File: config.mk
export PLATFORM = sky130hd
export DESIGN_NAME = seq_sched_flat
export DESIGN_NICKNAME = d
export VERILOG_FILES = /design/src/rtl/seq_pkg.sv /design/src/rtl/seq_sched_if.sv /design/src/rtl/seq_rr_arb.sv /design/src/rtl/seq_sched.sv /design/src/flat_wrapper.sv
export SDC_FILE = /design/constraint.sdc
export NUM_CORES = 1
export LEC_CHECK = 0
export BUFFER_PORTS_ARGS = -buffer_cell sky130_fd_sc_hd__buf_2
export CORE_ASPECT_RATIO = 0.75
export CORE_MARGIN = 1
export CORE_UTILIZATION = 45
export CTS_BUF_LIST = sky130_fd_sc_hd__clkbuf_2
export DETAILED_ROUTE_END_ITERATION = 7
export SETUP_SLACK_MARGIN = 0.05
export SLEW_MARGIN = 25
export SYNTH_ARGS = -nofsm -noshare
export SYNTH_HDL_FRONTEND = slang
export SYNTH_HIERARCHICAL = 1
export SYNTH_SLANG_ARGS = --single-unit
File: constraint.sdc
create_clock -name clk -period 4.1 [get_ports clk]
set_clock_uncertainty 0.1 [all_clocks]
set_input_delay 0.82 -clock clk [delete_from_list [all_inputs] [get_ports clk]]
set_output_delay 0.82 -clock clk [all_outputs]
set_load 0.01 [all_outputs]
File: src/rtl/seq_pkg.sv
// Shared constants and sizing helpers for the time-multiplexed pattern detector.
package seq_pkg;

  function automatic int clog2(input int n);
    int r;
    r = 0;
    for (int v = n - 1; v > 0; v = v >> 1) r++;
    return r;
  endfunction

  function automatic int ch_w(input int n);
    return (n > 1) ? clog2(n) : 1;
  endfunction

  localparam int DEF_NCH  = 4;
  localparam int DEF_PLEN = 4;
  localparam logic [DEF_PLEN-1:0] DEF_PAT = 4'b1101;
  localparam int CH_W = (DEF_NCH > 1) ? clog2(DEF_NCH) : 1;

endpackage

File: src/rtl/seq_sched_if.sv
// Request/grant and result bundle between the serial front-ends, the scheduler and the logger.
interface seq_sched_if import seq_pkg::*; #(
  parameter int NCH = DEF_NCH
) ();
  localparam int CW = ch_w(NCH);

  logic           en;
  logic [NCH-1:0] req_vld;
  logic [NCH-1:0] req_bit;
  logic [NCH-1:0] req_rdy;
  logic [NCH-1:0] clr;
  logic           res_vld;
  logic [CW-1:0]  res_ch;
  logic           res_hit;

  modport master (
    output en, req_vld, req_bit, clr,
    input  req_rdy, res_vld, res_ch, res_hit
  );

  modport slave (
    input  en, req_vld, req_bit, clr,
    output req_rdy, res_vld, res_ch, res_hit
  );
endinterface

File: src/rtl/seq_rr_arb.sv
// Combinational round-robin arbiter: first requester at or after ptr_i wins.
module seq_rr_arb import seq_pkg::*; #(
  parameter  int NCH = DEF_NCH,
  localparam int CW  = ch_w(NCH)
) (
  input  logic [NCH-1:0] req_i,
  input  logic           en_i,
  input  logic [CW-1:0]  ptr_i,
  output logic [NCH-1:0] gnt_o,
  output logic [CW-1:0]  gnt_id_o,
  output logic           any_o
);

  logic [CW-1:0] idx;
  logic          found;

  always_comb begin
    gnt_o    = '0;
    gnt_id_o = '0;
    found    = 1'b0;
    idx      = '0;
    if (en_i) begin
      for (int k = 0; k < NCH; k++) begin
        idx = CW'((int'(ptr_i) + k) % NCH);
        if (!found && req_i[idx]) begin
          found      = 1'b1;
          gnt_o[idx] = 1'b1;
          gnt_id_o   = idx;
        end
      end
    end
    any_o = found;
  end

endmodule

File: src/rtl/seq_sched.sv
// One shared shift/compare datapath serving NCH serial streams, with per-channel saved context.
module seq_sched import seq_pkg::*; #(
  parameter int              NCH  = DEF_NCH,
  parameter int              PLEN = DEF_PLEN,
  parameter logic [PLEN-1:0] PAT  = DEF_PAT
) (
  input logic        clk,
  input logic        rst,
  seq_sched_if.slave bus
);

  localparam int CW = ch_w(NCH);
  localparam int FW = clog2(PLEN + 1);

  logic [CW-1:0]                ptr_q, ptr_d;
  logic [NCH-1:0][PLEN-1:0]     hist_q, hist_d;
  logic [NCH-1:0][FW-1:0]       fill_q, fill_d;
  logic                         res_vld_q, res_vld_d;
  logic                         res_hit_q, res_hit_d;
  logic [CW-1:0]                res_ch_q, res_ch_d;

  logic [NCH-1:0] gnt;
  logic [CW-1:0]  gnt_id;
  logic           any;
  logic [PLEN-1:0] base_h, h_new;
  logic [FW-1:0]   base_f, f_new;
  logic            hit;

  seq_rr_arb #(.NCH(NCH)) u_arb (
    .req_i    (bus.req_vld),
    .en_i     (bus.en & ~rst),
    .ptr_i    (ptr_q),
    .gnt_o    (gnt),
    .gnt_id_o (gnt_id),
    .any_o    (any)
  );

  assign bus.req_rdy = gnt;

  // A clear on the granted channel wipes its context before the new bit shifts in.
  always_comb begin
    base_h = bus.clr[gnt_id] ? '0 : hist_q[gnt_id];
    base_f = bus.clr[gnt_id] ? '0 : fill_q[gnt_id];
    h_new  = {base_h[PLEN-2:0], bus.req_bit[gnt_id]};
    f_new  = (base_f == FW'(PLEN)) ? base_f : base_f + 1'b1;
    hit    = any && (f_new == FW'(PLEN)) && (h_new == PAT);
  end

  always_comb begin
    hist_d = hist_q;
    fill_d = fill_q;
    for (int i = 0; i < NCH; i++) begin
      if (any && (gnt_id == CW'(i))) begin
        hist_d[i] = h_new;
        fill_d[i] = f_new;
      end else if (bus.clr[i]) begin
        hist_d[i] = '0;
        fill_d[i] = '0;
      end
    end
    ptr_d = ptr_q;
    if (any) ptr_d = (gnt_id == CW'(NCH - 1)) ? '0 : gnt_id + 1'b1;
    res_vld_d = any;
    res_hit_d = hit;
    res_ch_d  = any ? gnt_id : res_ch_q;
  end

  always_ff @(posedge clk) begin
    if (rst) begin
      ptr_q     <= '0;
      hist_q    <= '0;
      fill_q    <= '0;
      res_vld_q <= 1'b0;
      res_hit_q <= 1'b0;
      res_ch_q  <= '0;
    end else begin
      ptr_q     <= ptr_d;
      hist_q    <= hist_d;
      fill_q    <= fill_d;
      res_vld_q <= res_vld_d;
      res_hit_q <= res_hit_d;
      res_ch_q  <= res_ch_d;
    end
  end

  assign bus.res_vld = res_vld_q;
  assign bus.res_hit = res_hit_q;
  assign bus.res_ch  = res_ch_q;

endmodule
File: src/flat_wrapper.sv
// flat-port wrapper written by rule: the top's interface ports become plain ports
module seq_sched_flat import seq_pkg::*;
#(
  parameter int              NCH  = DEF_NCH,
  parameter int              PLEN = DEF_PLEN,
  parameter logic [PLEN-1:0] PAT  = DEF_PAT
)
  (clk, rst, bus_en, bus_req_vld, bus_req_bit, bus_clr, bus_req_rdy, bus_res_vld, bus_res_ch, bus_res_hit);
  seq_sched_if #(.NCH(NCH)) bus_i ();
  input logic clk;
  input logic rst;
  input wire logic [$bits(bus_i.en)-1:0] bus_en;
  input wire logic [$bits(bus_i.req_vld)-1:0] bus_req_vld;
  input wire logic [$bits(bus_i.req_bit)-1:0] bus_req_bit;
  input wire logic [$bits(bus_i.clr)-1:0] bus_clr;
  output wire logic [$bits(bus_i.req_rdy)-1:0] bus_req_rdy;
  output wire logic [$bits(bus_i.res_vld)-1:0] bus_res_vld;
  output wire logic [$bits(bus_i.res_ch)-1:0] bus_res_ch;
  output wire logic [$bits(bus_i.res_hit)-1:0] bus_res_hit;
  assign bus_i.en = bus_en;
  assign bus_i.req_vld = bus_req_vld;
  assign bus_i.req_bit = bus_req_bit;
  assign bus_i.clr = bus_clr;
  assign bus_req_rdy = bus_i.req_rdy;
  assign bus_res_vld = bus_i.res_vld;
  assign bus_res_ch = bus_i.res_ch;
  assign bus_res_hit = bus_i.res_hit;
  seq_sched #(.NCH(NCH), .PLEN(PLEN), .PAT(PAT)) u_core (.clk(clk), .rst(rst), .bus(bus_i));
endmodule
==> impl_metrics.csv <==
group,metric,value,unit
critical_path,critPathArrivalTime,4.03,ns
logic_synthesis,synthFlopType,"dfxtp_1",
critical_path,endpoint_kind,"flip-flop",
clock_tree,postCtsSetupBuffers,0,
power_and_ir_drop,power-per-cell-area,282,mW/mm2
hold_path,hold_class,"reg2reg",
timing,setup_viol,0,
clock_tree,h-tree-depth,2,
route,drc,0,
timing,finalCriticalPeriod,3.81,ns
clock_tree,clkSlewWorstSetupHoldPaths,0.17,ns
timing,setup-tns-final,0,ns
clock_tree,clk_latency,0.37,ns
logic_synthesis,synth_nets,249,
finish,layout.cells.non_filler,304,
logic_synthesis,synth.largest_area_cell,"dfxtp_1",
critical_path,required,4.31,ns
critical_path,crit_slowest_cell,"mux4_2",
route,drt_first_pass_iters,4,
floorplan,ioPinCount,23,
floorplan,die_width,80.7,um
critical_path,slowest_delay,0.51,ns
global_routing,grt_pass1_wl,8400,um
finish,layout-drive-gt1-share,0.219,
logic_synthesis,syn_avg_cell_area,9.49,um2
floorplan,num_rows,21,
critical_path,worstSetupPathType,"reg2reg",
critical_path,worstPathCellList,"inv_1 -> ha_1 -> mux4_2 -> nor2_4 -> nand2_1 -> a41oi_1 -> mux4_2 -> a211o_1 -> inv_1 -> ha_1 -> nor3b_1 -> nand4_1 -> nor2_1",
clock_tree,cts-buffers-inserted,5,
floorplan,die_h,61.0,um
floorplan,dieArea,0.00492,mm2
critical_path,startpoint_type,"flip-flop",
route,first_iter_violations,81,
floorplan,coreArea,0.00447,mm2
logic_synthesis,synth_top_area_frac,0.288,
power_and_ir_drop,peakVddDrop,175,uV
placement,place_inst,297,
global_routing,grt_max_degree,31,
logic_synthesis,synth-seq-area-share,0.288,
clock_tree,cts_hold_buf,0,
finish,num_antenna_cells,0,
critical_path,critPathMaxFanout,10,
timing,fmax,262,MHz
route,vias,1752,
timing,finalHoldViolCount,0,
logic_synthesis,async_flop_share,0,
clock_tree,postCtsResizedCells,0,
global_routing,track_usage,0.233,
global_routing,grt_pass1_vias,1673,
status,status,"complete, no violations",
logic_synthesis,synthTopCellsByArea,"dfxtp_1 (29%), ha_1 (8.4%), mux4_2 (7.5%)",
logic_synthesis,syn_inst,220,
logic_synthesis,post_synth_num_cell_types,38,
clock_tree,clock-root-buffer,"clkbuf_2",
placement,dp.final_hpwl,3570,um
route,routed_wl,5120,um
floorplan,start_util,0.468,
logic_synthesis,ys_warn_count,6,
timing,rsz0062_at_grt,"false",
logic_synthesis,synth-edff-count,0,
power_and_ir_drop,leakage,0.857,nW
route,wire_per_inst,16.8,um
route,ant_nets,0,
logic_synthesis,synth.cell_area,0.00209,mm2
route,via_per_inst,5.76,
flow_run,max_cap_violations,0,
timing,slew_violations,0,
timing,min_period_over_period,0.930,
finish,area_growth,10.9,%
placement,port_buffers,22,
logic_synthesis,ys_ff_latch,30,
placement,gp_congestion,0.832,
finish,finalNetCount,276,
timing,worst_pin_slew,0.655,ns
clock_tree,cts_buffer_depth,2,
global_routing,grt_antenna_before_repair,0,
timing,maxSlewHeadroom,0.563,
clock_tree,cts_tree,"done",
clock_tree,clock-sinks,30,
global_routing,gr-total-overflow,0,
-- per-layer routing --
| layer | track usage | part of all wire | vias up |
|---|---|---|---|
| li1 | - | - | 879 |
| met5 | 0 | 0 | - |
| met3 | 0.0466 | 0.087 | 5 |
| met2 | 0.352 | 0.41 | 65 |
| met4 | 0.0612 | 0.0049 | 0 |
| met1 | 0.339 | 0.49 | 803 |
-- layout make-up --
cell class,instances,area [um2]
timing repair buffer,31,178
clock buffer,5,25.0
sequential,30,601
clock inverter,2,33.8
inverter,7,26.3
tap,57,71.3
multi-input combinational,172,1380
fill,427,2150
-- path summary, 6_finish.rpt --
kind | endpoint | cells past startpoint | slack (ns) | start
max | u_core/bus.res_hit$_SDFF_PP0_ | 13 | 0.29 | u_core/ptr_q[1]$_SDFFE_PP0P_
min | u_core/hist_q[12]$_SDFFE_PP0P_ | 2 | 0.40 | u_core/hist_q[12]$_SDFFE_PP0P_
max reg2reg | u_core/bus.res_hit$_SDFF_PP0_ | 13 | 0.29 | u_core/ptr_q[1]$_SDFFE_PP0P_
min reg2reg | u_core/hist_q[12]$_SDFFE_PP0P_ | 2 | 0.40 | u_core/hist_q[12]$_SDFFE_PP0P_
-- cell usage after synthesis (7+ instances only) --
master     n
dfxtp_1   30
nand3_1   20
a21oi_1   16
nand3b_1  16
nor2_1    16
ha_1      14
nand2_1   14
o21ai_0   11
a221oi_1   8
inv_1      7
mux2i_1    7
mux4_2     7
nor2b_1    7
-- kinds of logic after synthesis --
kind of cell | after synthesis | synth area share
simple gates | 85 | 0.229
buf+inv | 18 | 0.0509
mux | 23 | 0.186
xor+xnor | 1 | 0.00419
compound gates | 49 | 0.158
fa+ha+maj | 14 | 0.0839
flops | 30 | 0.288
-- cells in the final DEF, fill, tap and decap left out, types with 7 or more instances in the layout --
cell,netlist,layout
nand2_1,14,14
nor2_1,16,16
nor2b_1,7,7
ha_1,14,14
o21ai_0,11,11
inv_1,7,7
a21oi_1,16,16
a221oi_1,8,8
dfxtp_1,30,30
nand3_1,20,20
buf_4,0,9
buf_2,1,22
mux2i_1,7,7
mux4_2,7,7
nand3b_1,16,16
-- through the flow --
stage                     utilization  cell area [um2]  hold WS (ns)  worst slack [ns]  power, mW
final                           0.518             2320         0.396             0.285      0.654
after global placement          0.505             2260         0.371             0.105      0.457
after floorplan                     -             2090         0.338             0.313      0.415
after CTS                       0.518             2320         0.394             0.320      0.657
after global routing            0.518             2320         0.415            0.0881      0.687
after detailed placement        0.505             2260         0.370            0.0885      0.456
-- registers in the layout, indices dropped and copies added (netlist names) --
| signal | count |
|---|---|
| u_core/fill_q | 12 |
| u_core/bus.res_hit | 1 |
| u_core/bus.res_vld | 1 |
| u_core/ptr_q | 2 |
| u_core/hist_q | 12 |
| u_core/bus.res_ch | 2 |
-- critical path: cells and delay by family (launching register included) --
kind,cells,cell delay (ns)
and+or+nand+nor,5,0.69
buffers and inverters,2,0.16
DFF,1,0.36
muxes,2,0.99
AOI/OAI and AO/OA,2,0.73
adders and majority gates,2,0.72
-- power breakdown --
group | switching [mW] | total (mW) | internal [mW]
clock network | 0.103 | 0.201 | 0.0983
logic | 0.0910 | 0.155 | 0.0637
registers | 0.00192 | 0.298 | 0.296
total | 0.196 | 0.654 | 0.458
Note: power is estimated with default switching activity, not from simulation.
